===== src/rtl/div_issue_queue.sv =====
// div_issue_queue: request FIFO and single-issue controller in front of the serial divider.
// Only one result is ever outstanding, so the divider's unstallable output pulse is never lost.
module div_issue_queue #(
   parameter int WIDTH = 64,
   parameter int TAG_W = 6,
   parameter int DEPTH = 4
) (
   input  logic             clk,
   input  logic             rst_n,
   input  logic             flush,
   input  logic             req_valid,
   output logic             req_ready,
   input  logic [WIDTH-1:0] req_a,
   input  logic [WIDTH-1:0] req_b,
   input  logic [1:0]       req_op,
   input  logic [TAG_W-1:0] req_tag,
   output logic [WIDTH-1:0] div_input1,
   output logic [WIDTH-1:0] div_input2,
   output logic [1:0]       div_operation,
   output logic             div_input_valid,
   output logic             div_flush,
   input  logic             div_ready,
   input  logic             div_output_valid,
   input  logic [WIDTH-1:0] div_result,
   output logic             rsp_valid,
   input  logic             rsp_ready,
   output logic [WIDTH-1:0] rsp_result,
   output logic [TAG_W-1:0] rsp_tag,
   output logic             rsp_div_zero
);
   localparam int AW = $clog2(DEPTH);
   typedef enum logic {IDLE, BUSY} state_t;
   state_t state, state_nxt;
   logic [WIDTH-1:0] mem_a [DEPTH];
   logic [WIDTH-1:0] mem_b [DEPTH];
   logic [1:0]       mem_op [DEPTH];
   logic [TAG_W-1:0] mem_tag [DEPTH];
   logic             mem_z [DEPTH];
   logic [AW:0]      wr_ptr, rd_ptr;
   logic [TAG_W-1:0] fl_tag;
   logic             fl_zero;
   logic             full, empty, push;
   assign empty = wr_ptr == rd_ptr;
   assign full = (wr_ptr[AW] != rd_ptr[AW]) && (wr_ptr[AW-1:0] == rd_ptr[AW-1:0]);
   assign req_ready = !full && !flush;
   assign push = req_valid && req_ready;
   assign div_flush = flush;
   assign div_input1 = mem_a[rd_ptr[AW-1:0]];
   assign div_input2 = mem_b[rd_ptr[AW-1:0]];
   assign div_operation = mem_op[rd_ptr[AW-1:0]];
   // holding off issue while a response waits keeps div_output_valid from ever colliding with rsp_valid
   always_comb begin
      div_input_valid = (state == IDLE) && !empty && div_ready && !rsp_valid && !flush;
      state_nxt = flush ? IDLE : (state == IDLE) ? (div_input_valid ? BUSY : IDLE) : (div_output_valid ? IDLE : BUSY);
   end
   always_ff @(posedge clk) begin
      if (!rst_n) state <= IDLE;
      else state <= state_nxt;
   end
   always_ff @(posedge clk) begin
      if (push) begin
         mem_a[wr_ptr[AW-1:0]] <= req_a;
         mem_b[wr_ptr[AW-1:0]] <= req_b;
         mem_op[wr_ptr[AW-1:0]] <= req_op;
         mem_tag[wr_ptr[AW-1:0]] <= req_tag;
         mem_z[wr_ptr[AW-1:0]] <= req_b == '0;
      end
   end
   always_ff @(posedge clk) begin
      if (!rst_n) begin
         wr_ptr <= '0;
         rd_ptr <= '0;
         fl_tag <= '0;
         fl_zero <= 1'b0;
         rsp_valid <= 1'b0;
         rsp_result <= '0;
         rsp_tag <= '0;
         rsp_div_zero <= 1'b0;
      end else if (flush) begin
         wr_ptr <= '0;
         rd_ptr <= '0;
         rsp_valid <= 1'b0;
      end else begin
         if (push) wr_ptr <= wr_ptr + 1'b1;
         if (div_input_valid) begin
            rd_ptr <= rd_ptr + 1'b1;
            fl_tag <= mem_tag[rd_ptr[AW-1:0]];
            fl_zero <= mem_z[rd_ptr[AW-1:0]];
         end
         if (state == BUSY && div_output_valid) begin
            rsp_valid <= 1'b1;
            rsp_result <= div_result;
            rsp_tag <= fl_tag;
            rsp_div_zero <= fl_zero;
         end else if (rsp_ready) rsp_valid <= 1'b0;
      end
   end
endmodule

===== config.mk =====
export PLATFORM = sky130hd
export DESIGN_NAME = div_issue_queue
export DESIGN_NICKNAME = d
export VERILOG_FILES = /design/src/rtl/div_issue_queue.sv
export SDC_FILE = /design/constraint.sdc
export NUM_CORES = 1
export LEC_CHECK = 0
export ABC_AREA = 1
export BUFFER_PORTS_ARGS = -buffer_cell sky130_fd_sc_hd__buf_2
export CAP_MARGIN = 15
export CORE_UTILIZATION = 40
export DETAILED_ROUTE_END_ITERATION = 6
export GPL_ROUTABILITY_DRIVEN = 0
export GPL_TIMING_DRIVEN = 1
export PLACE_DENSITY = 0.59
export REMOVE_ABC_BUFFERS = 1
export SLEW_MARGIN = 5
export SYNTH_ARGS = -nofsm -noshare
export SYNTH_HDL_FRONTEND = slang
export SYNTH_SLANG_ARGS = --single-unit

===== constraint.sdc =====
create_clock -name clk -period 13 [get_ports clk]
set_input_delay 3.9 -clock clk [delete_from_list [all_inputs] [get_ports clk]]
set_output_delay 3.9 -clock clk [all_outputs]
set_load 0.01 [all_outputs]

* Yosys cells after proc, flatten, opt, wreduce, memory -nomap -nowiden
Memory sizes are Yosys's and may differ from the RTL's. A register that Yosys moved wholly into a read port is not among the register bits.
Index checks and enable logic that the tools add are counted.
** Storage, ports and cells
- Register bits after elaboration :: 79
- Bits in writable memories :: 548
- Output and inout bits :: 205
- Word-level logic and storage cells :: 52
- Memories kept :: 5
** Memory list
- mem_a :: words 4, bits a word 64, read ports 1, clocked after Yosys merged registers in 1, write ports 1, RTL line 34 : logic [WIDTH-1:0] mem_a [DEPTH];
- mem_b :: words 4, bits a word 64, read ports 1, clocked after Yosys merged registers in 1, write ports 1, RTL line 35 : logic [WIDTH-1:0] mem_b [DEPTH];
- mem_tag :: words 4, bits a word 6, read ports 1, clocked after Yosys merged registers in 1, write ports 1, RTL line 37 : logic [TAG_W-1:0] mem_tag [DEPTH];
- mem_op :: words 4, bits a word 2, read ports 1, clocked after Yosys merged registers in 1, write ports 1, RTL line 36 : logic [1:0] mem_op [DEPTH];
- mem_z :: words 4, bits a word 1, read ports 1, clocked after Yosys merged registers in 1, write ports 1, RTL line 38 : logic mem_z [DEPTH];
** Operators by class
- $add $sub $neg :: 2
- Equal/unequal tests :: 3
- Mux-type cells :: 13
- Bitwise gates (word level) :: 3
- Reduce and logical (&&, ||, !) cells :: 19
** Operators by type and width (number)
- $logic_not A64 Y1 :: 1
- $mux W2 :: 6
- $logic_and A1 B1 Y1 :: 8
- $mux W1 :: 7
- $add A3 B1 Y3 const B :: 2
- $logic_not A1 Y1 :: 6
- $reduce_and A2 Y1 :: 2
- $eq A3 B3 Y1 :: 1
- $not A1 Y1 :: 3
- $eq A2 B2 Y1 :: 1
- $reduce_bool A2 Y1 :: 1
- $reduce_or A2 Y1 :: 1
- $ne A1 B1 Y1 :: 1

* Logic depth before layout (Yosys ltp)
Gate-level depths: netlist of run 1.
- Depth after elaboration :: 8
- Gate-level depth with buffers :: 10

* Worst setup path after synthesis of run 1
Ideal clock, no wire load.
- Path kind :: input-to-reg
- Start point :: input flush
- End point :: memory mem_a[0][0], enable pin
- Setup time :: 0.636 ns
- Data arrival time :: 9.824 ns
- Required time :: 12.364 ns
- Slack :: 2.540 ns
- Stages on the path :: 3
- Buffers on the path :: 0
- Path through :: inv_2 nand3_2 nor2_1
** On the way
- Longest elaborated chain between the ends :: 5
** Ends and longest elaborated chain
- start, declared :: RTL line 10 : input logic flush,
- $logic_not A1 Y1 :: RTL line 45 : assign req_ready = !full && !flush;
- $logic_and A1 B1 Y1 :: RTL line 45
- $logic_and A1 B1 Y1 :: RTL line 46 : assign push = req_valid && req_ready;
- $mux W1 :: RTL line 61 : if (push) begin
- $mux W1 (not written as such) :: RTL line 62 : mem_a[wr_ptr[AW-1:0]] <= req_a;
- end, declared :: RTL line 34
No other way between the ends.

* Worst setup path in the final report of run 1
- Start point :: input flush
- End point :: output div_input_valid
** On the way
- Longest elaborated chain between the ends :: 2
** Ends and longest elaborated chain
- $logic_not A1 Y1 :: RTL line 53 : div_input_valid = (state == IDLE) && !empty && div_ready && !rsp_valid && !flush;
- $logic_and A1 B1 Y1 :: RTL line 53
- end, declared :: RTL line 20 : output logic div_input_valid,
No other way between the ends.

==> impl_metrics.yaml, run 1 <==
global_route:
  grt_pass1_vias: 14860
  grt-ovfl-total: 0
  antenna_found_initial: 16
  grt_max_degree: 138
  grt_usage_pct: 19.00
  grt_pass1_wl_um: 87230
clocking:
  h-tree-depth: 3
  cts_sinks: 636
  path_clk_slew_ps: 60
  post_cts_buffers: 0
  root_buffer: "clkbuf_16"
  worstSkewPairLatency_ps: 600
  postCtsResizedCells: 0
  cts_buffer_depth: 3
  numCtsBuffers: 69
  tritoncts: "built"
  ctsHoldBuffers: 0
drt:
  num_vias: 15310
  firstDrtPassIters: 4
  antenna_left: 0
  wl_per_cell_um: 19.33
  drt-total-wl_um: 57950
  vias_per_cell: 5.105
  drc_errors: 0
  drtIter0Drc: 696
setup_path:
  crit_slowest_cell: "nor2_1"
  end_kind: "primary output"
  cp.required_ps: 9100
  crit_path_cell_trace: "buf_2 -> inv_2 -> nand3_1 -> nor2_1 -> nand2_4 -> inv_2 -> buf_2"
  critical_path_peak_fanout: 19
  cp_data_arrival_time_ps: 4840
  cp-start-kind: "primary input"
  criticalPathCategory: "primary input to primary output"
  slowest_delay_ps: 210
layout:
  syn_to_final_growth_pct: 20.31
  drive_gt1_share_pct: 23.93
  final_nets: 2393
  multi_input_area_um2: 4775
  fill_cells: 5110
  area.sequential_um2: 18230
place:
  io_buffers: 411
  dp_hpwl_um: 33030
floorplan:
  die_w_um: 244.9
  coreArea_um2: 58030
  start_util_pct: 40.68
  fp.dieArea_um2: 59990
  ios: 412
  rows: 88
  die_height_um: 244.9
power:
  power_density_nw_per_um2: 150.2
  p_total_mw: 4.266
  leakagePower_nw: 10.55
  ir_drop_v: 0.0001133
timing:
  relSlewSlack_pct: 31.71
  slew_viol_final: 0
  setup_tns_ps: 0
  rsz0062_at_grt: "no"
  worstMarginPinSlew_ps: 1023
  hold_violations: 0
  max_clock_freq_mhz: 114.5
  fin_skew_ps: 21.47
  fin_crit_sh_pct: 67.21
  min_period_ps: 8737
  setup_viol: 0
logic_synthesis:
  syn-cell-area_um2: 23600
  synthCells: 1797
  ys_seq_elements: 636
  synth_area_per_cell_um2: 13.14
  synth.yosys.seq_area_share_pct: 77.18
  synth_cell_types: 24
  yosys_warnings: 0
status:
  outcome: "finished, final reports clean"
worst_hold_path:
  hp-class: "flip-flop to flip-flop"
job:
  maxCapViolCount: 0
[sequential cells by signal, indices dropped and copies added, names as in the netlist, 3 cells and up, named ones only]
register,cells
fl_tag,6
mem_a,256
mem_b,256
mem_op,8
mem_tag,24
mem_z,4
rd_ptr,3
rsp_result,64
rsp_tag,6
wr_ptr,3
[placed cells by master, fill, tap and decap left out, drive strengths merged]
| cell | netlist | final |
|---|---|---|
| diode | 0 | 6 |
| nand3 | 5 | 5 |
| clkinvlp | 0 | 4 |
| buf | 46 | 425 |
| nor2 | 468 | 468 |
| clkbuf | 66 | 89 |
| nand4 | 10 | 10 |
| edfxtp | 548 | 548 |
| a21oi | 11 | 11 |
| o21ai | 347 | 347 |
| bufinv | 0 | 4 |
| xor2 | 2 | 2 |
| inv | 28 | 30 |
| clkinv | 0 | 18 |
| nand2 | 36 | 36 |
| o22ai | 137 | 137 |
| ha | 5 | 5 |
| dfxtp | 88 | 88 |
[worst max-delay path: cells and delay by family]
| family | cells | cell delay, ps |
|---|---|---|
| buf+inv | 4 | 470 |
| simple gates | 3 | 460 |
[layer usage]
metal	vias to the layer above	track usage, %	share of wire, %
li1	7342	-	-
met1	7377	22.97	41
met3	114	6.221	7.3
met4	20	6.452	2.7
met5	-	0	0.22
met2	452	31.84	48
[per-stage QoR]
step / instances / utilization (%) / hold slack (ps) / cell area, um2 / setup slack, ps
2_1_floorplan: 1685 / - / 429.1 / 23060 / 2199
3_3_place_gp: 2875 / 45.28 / 446.7 / 26270 / 4248
3_5_place_dp: 2875 / 45.28 / 449.8 / 26270 / 4260
4_1_cts: 2992 / 48.92 / 460.5 / 28380 / 4256
5_1_grt: 2996 / 48.93 / 478.7 / 28390 / 4176
6_report: 2998 / 48.94 / 453.3 / 28400 / 4263
[report_power, final]
part | internal (mW) | leakage (nW) | switching (mW) | total (mW)
sequential | 2.25 | 5.70 | 0.00832 | 2.26
clock | 1.08 | 1.01 | 0.762 | 1.84
combinational | 0.0608 | 3.84 | 0.111 | 0.171
total | 3.38 | 10.5 | 0.881 | 4.27
[kinds of logic (layout without fill, tap and decap cells)]
family	count (synthesis)	count (layout)	share of synthesized area (%)
buf+inv	140	570	2.741
other cells	0	6	0
compound gates	495	495	11.24
flops	636	636	77.18
simple gates	519	519	8.503
xor+xnor	2	2	0.07423
fa+ha+maj	5	5	0.2650
[cell type report]
type,count,share of cell area (%)
sequential,636,64.18
multi-input combinational,1021,16.81
timing repair buffer,425,7.746
clock buffer,89,6.455
tap,765,3.370
clock inverter,28,0.9825
inverter,28,0.4053
antenna,6,0.05287
[final timing paths]
kind / start / cells past startpoint / slack (ps) / endpoint
hold / removal: fl_tag[1] / 2 / 450 / rsp_tag[1]
hold reg to reg: fl_tag[1] / 2 / 450 / rsp_tag[1]
setup / recovery: flush / 7 / 4260 / div_input_valid
setup reg to reg: rd_ptr[0] / 7 / 9320 / mem_a[1][43]
[cells in the mapped netlist]
cell type	n	area share, %
nand2_4	1	0.048
inv_2	7	0.11
edfxtp_1	548	70
nand2_2	1	0.027
nand4_1	10	0.27
buf_2	26	0.55
nor2_2	1	0.027
o22ai_1	137	3.6
clkbuf_1	66	1.0
xor2_1	2	0.074
a21oi_2	1	0.037
ha_1	5	0.27
nand3_2	3	0.13
inv_4	1	0.027
nand2_1	34	0.54
buf_6	3	0.14
o21ai_0	293	6.2
nand3_1	2	0.042
a21oi_1	10	0.21
o21ai_1	54	1.1
inv_1	20	0.32
nor2_1	467	7.4
buf_4	17	0.54
dfxtp_1	88	7.5
(Power assumes the default switching activity.)
==> run 2: changes to the inputs <==
--- a/config.mk
+++ b/config.mk
@@ -5,7 +5,7 @@
 export SDC_FILE = /design/constraint.sdc
 export NUM_CORES = 1
 export LEC_CHECK = 0
-export ABC_AREA = 1
+export ABC_AREA = 0
 export BUFFER_PORTS_ARGS = -buffer_cell sky130_fd_sc_hd__buf_2
 export CAP_MARGIN = 15
 export CORE_UTILIZATION = 40
==> constraint.sdc (replaced) <==
create_clock -name clk -period 8.4 [get_ports clk]
set_input_delay 2.52 -clock clk [delete_from_list [all_inputs] [get_ports clk]]
set_output_delay 2.52 -clock clk [all_outputs]
set_load 0.01 [all_outputs]
==> impl_metrics.yaml, run 2 <==
status:
  outcome: "finished, final reports clean"
setup_path:
  end_kind: "primary output"
  criticalPathCategory: "primary input to primary output"
  r2r_slack_ps: 4890
  crit_path_cell_trace: "buf_2 -> nor4b_2 -> o31ai_4 -> inv_4 -> buf_2"
  cp_common_cell: "buf_2"
  r2r_cells: 4
  crit_slowest_cell: "nor4b_2"
  reg2reg_from: "rd_ptr[0]"
  crit_buf_inv: 3
  cp.required_ps: 5880
  cp_data_arrival_time_ps: 3610
  critPathTopFamily: "buffers and inverters"
  slowest_delay_ps: 390
  worstReg2RegEnd: "mem_a[1][62]"
  critical_path_peak_fanout: 11
  cp-start-kind: "primary input"
logic_synthesis:
  synth_most_common_cell: "edfxtp_1"
  yosys_warnings: 0
  ys_seq_elements: 636
  synth_top_area_share_pct: 70.58
  synth.yosys.seq_area_share_pct: 78.14
  syn-cell-area_um2: 23310
  ys_top_cells_by_count: "edfxtp_1 (548), nand2_1 (166), mux4_2 (137), dfxtp_1 (88), a21boi_0 (71)"
  synthCells: 1143
  synthFlopType: "edfxtp_1"
  ys_top_cells_by_area: "edfxtp_1 (71%), mux4_2 (13%), dfxtp_1 (7.6%)"
  yosysTopAreaCell: "edfxtp_1"
  synth_edf_count: 548
  synth_area_per_cell_um2: 20.40
  ys_async_sr_fraction_pct: 0
  synth_cell_types: 32
timing:
  relSlewSlack_pct: 22.40
  worstMarginPinSlew_ps: 1164
  fin_crit_sh_pct: 72.98
  slew_viol_final: 0
  fin_skew_ps: 29.72
  worst_slack_ps: 2270
  setup_viol: 0
  max_clock_freq_mhz: 163.1
  rsz0062_at_grt: "no"
  min_period_ps: 6130
  hold_violations: 0
  setup_tns_ps: 0
clocking:
  tritoncts: "built"
  post_cts_buffers: 0
  cts_sinks: 636
  worstSkewPairLatency_ps: 610
  cts_buffer_depth: 3
  root_buffer: "clkbuf_16"
  numCtsBuffers: 69
  path_clk_slew_ps: 60
  h-tree-depth: 3
  ctsHoldBuffers: 0
  postCtsResizedCells: 0
power:
  power_density_nw_per_um2: 230.5
  power_frac_clock_pct: 43.5
  leakagePower_nw: 9.657
  internal-power_mw: 5.199
  p_sw_mw: 1.346
  ir_drop_v: 0.0001969
  switching_share_pct: 20.57
  seqPwrFrac_pct: 53.2
  combPwrFrac_pct: 3.3
worst_hold_path:
  worstHoldPathCells: 2
  min_to: "fl_tag[3]"
  hp-class: "flip-flop to flip-flop"
  min_from: "fl_tag[3]"
drt:
  antenna_left: 0
  drt-total-wl_um: 49740
  wl_per_cell_um: 20.72
  firstDrtPassIters: 4
  vias_per_cell: 5.002
  drc_errors: 0
  num_vias: 12010
  drtIter0Drc: 561
floorplan:
  fp.dieArea_um2: 59260
  rows: 88
  die_height_um: 243.4
  die_w_um: 243.4
  start_util_pct: 40.41
  coreArea_um2: 57700
  ios: 412
place:
  io_buffers: 411
  place_ws_ps: 2245
  dp_hpwl_um: 30140
  dp_cells: 2273
layout:
  final_common_cell: "edfxtp_1"
  drive_gt1_share_pct: 40.56
  final_nets: 1791
  layout_common_cells: "edfxtp_1 (548), buf_2 (411), nand2_1 (166)"
  syn_to_final_growth_pct: 21.81
  fin_cells: 2400
  fill_cells: 4842
global_route:
  grt-ovfl-total: 0
  grt_pass1_wl_um: 74730
  antenna_found_initial: 10
  grt_pass1_vias: 12280
  grt_max_degree: 138
  grt_usage_pct: 16.77
job:
  maxCapViolCount: 0
-- run 2: cell types whose count changed after synthesis, sizes merged, moves of 71 or more --
| cell | delta |
|---|---|
| o21ai | -347 |
| o22ai | -137 |
| mux4 | +137 |
| nor2 | -468 |
| a21boi | +71 |
| nand2 | +130 |
-- run 2: through the flow --
| step | total power [mW] | util, % | cell area (um2) | hold slack, ps |
|---|---|---|---|---|
| CTS | 6.638 | 49.20 | 28390 | 459.6 |
| detailed placement | 3.767 | 45.51 | 26260 | 451.0 |
| floorplan | 3.631 | - | 23060 | 438.2 |
| global placement | 3.759 | 45.51 | 26260 | 448.6 |
| global route | 6.769 | 49.22 | 28400 | 477.2 |
| finish | 6.545 | 49.22 | 28400 | 455.0 |
-- run 2: how the worst max path moves through the flow --
stage / endpoint / from / cells after the start / slack, ps
floorplan: wr_ptr[2] / flush / 3 / -1960
global placement: div_input_valid / flush / 5 / 2270
detailed placement: div_input_valid / flush / 5 / 2240
CTS: div_input_valid / flush / 5 / 2240
global route: div_input_valid / flush / 5 / 2160
finish: div_input_valid / flush / 5 / 2270
-- run 2: logic make-up after synthesis --
logic type | after synthesis | synth area share, %
AOI/OAI and AO/OA | 80 | 2.640
muxes | 150 | 13.79
buffers and inverters | 63 | 1.186
and+or+nand+nor | 203 | 3.751
xor gates and xnor gates | 6 | 0.2254
DFF | 636 | 78.14
adders and majority gates | 5 | 0.2683
-- run 2: area by class of cell --
type | instances | area, um2 | area share [%]
repair buffers | 423 | 2210 | 7.780
clock inverters | 28 | 259.0 | 0.9120
multi-input cells | 444 | 4851 | 17.08
inverters | 5 | 21.27 | 0.07490
flip-flops and latches | 636 | 18230 | 64.17
well taps | 765 | 957.2 | 3.370
diodes | 3 | 7.507 | 0.02643
clock buffers | 96 | 1869 | 6.582
-- run 2: per-layer routing --
| metal | share of wire (%) | global-route usage [%] | vias to the layer above |
|---|---|---|---|
| met5 | 0.17 | 0 | - |
| li1 | - | - | 5463 |
| met1 | 41 | 20.74 | 6060 |
| met2 | 49 | 27.47 | 383 |
| met4 | 2.4 | 5.383 | 12 |
| met3 | 7.9 | 5.948 | 87 |
-- run 2: power by group through the flow --
stage | Combinational (mW) | Clock [mW] | Sequential [mW]
2_1_floorplan | 0.0798 | 0 | 3.55
3_5_place_dp | 0.221 | 0 | 3.55
3_3_place_gp | 0.215 | 0 | 3.54
6_report | 0.216 | 2.85 | 3.48
5_1_grt | 0.236 | 3.05 | 3.48
4_1_cts | 0.222 | 2.94 | 3.48
-- run 2: worst min-delay path, stage by stage (launching register included) --
cell and delay [ps]:
dfxtp_1 310, nand2_1 50, mux2i_1 50
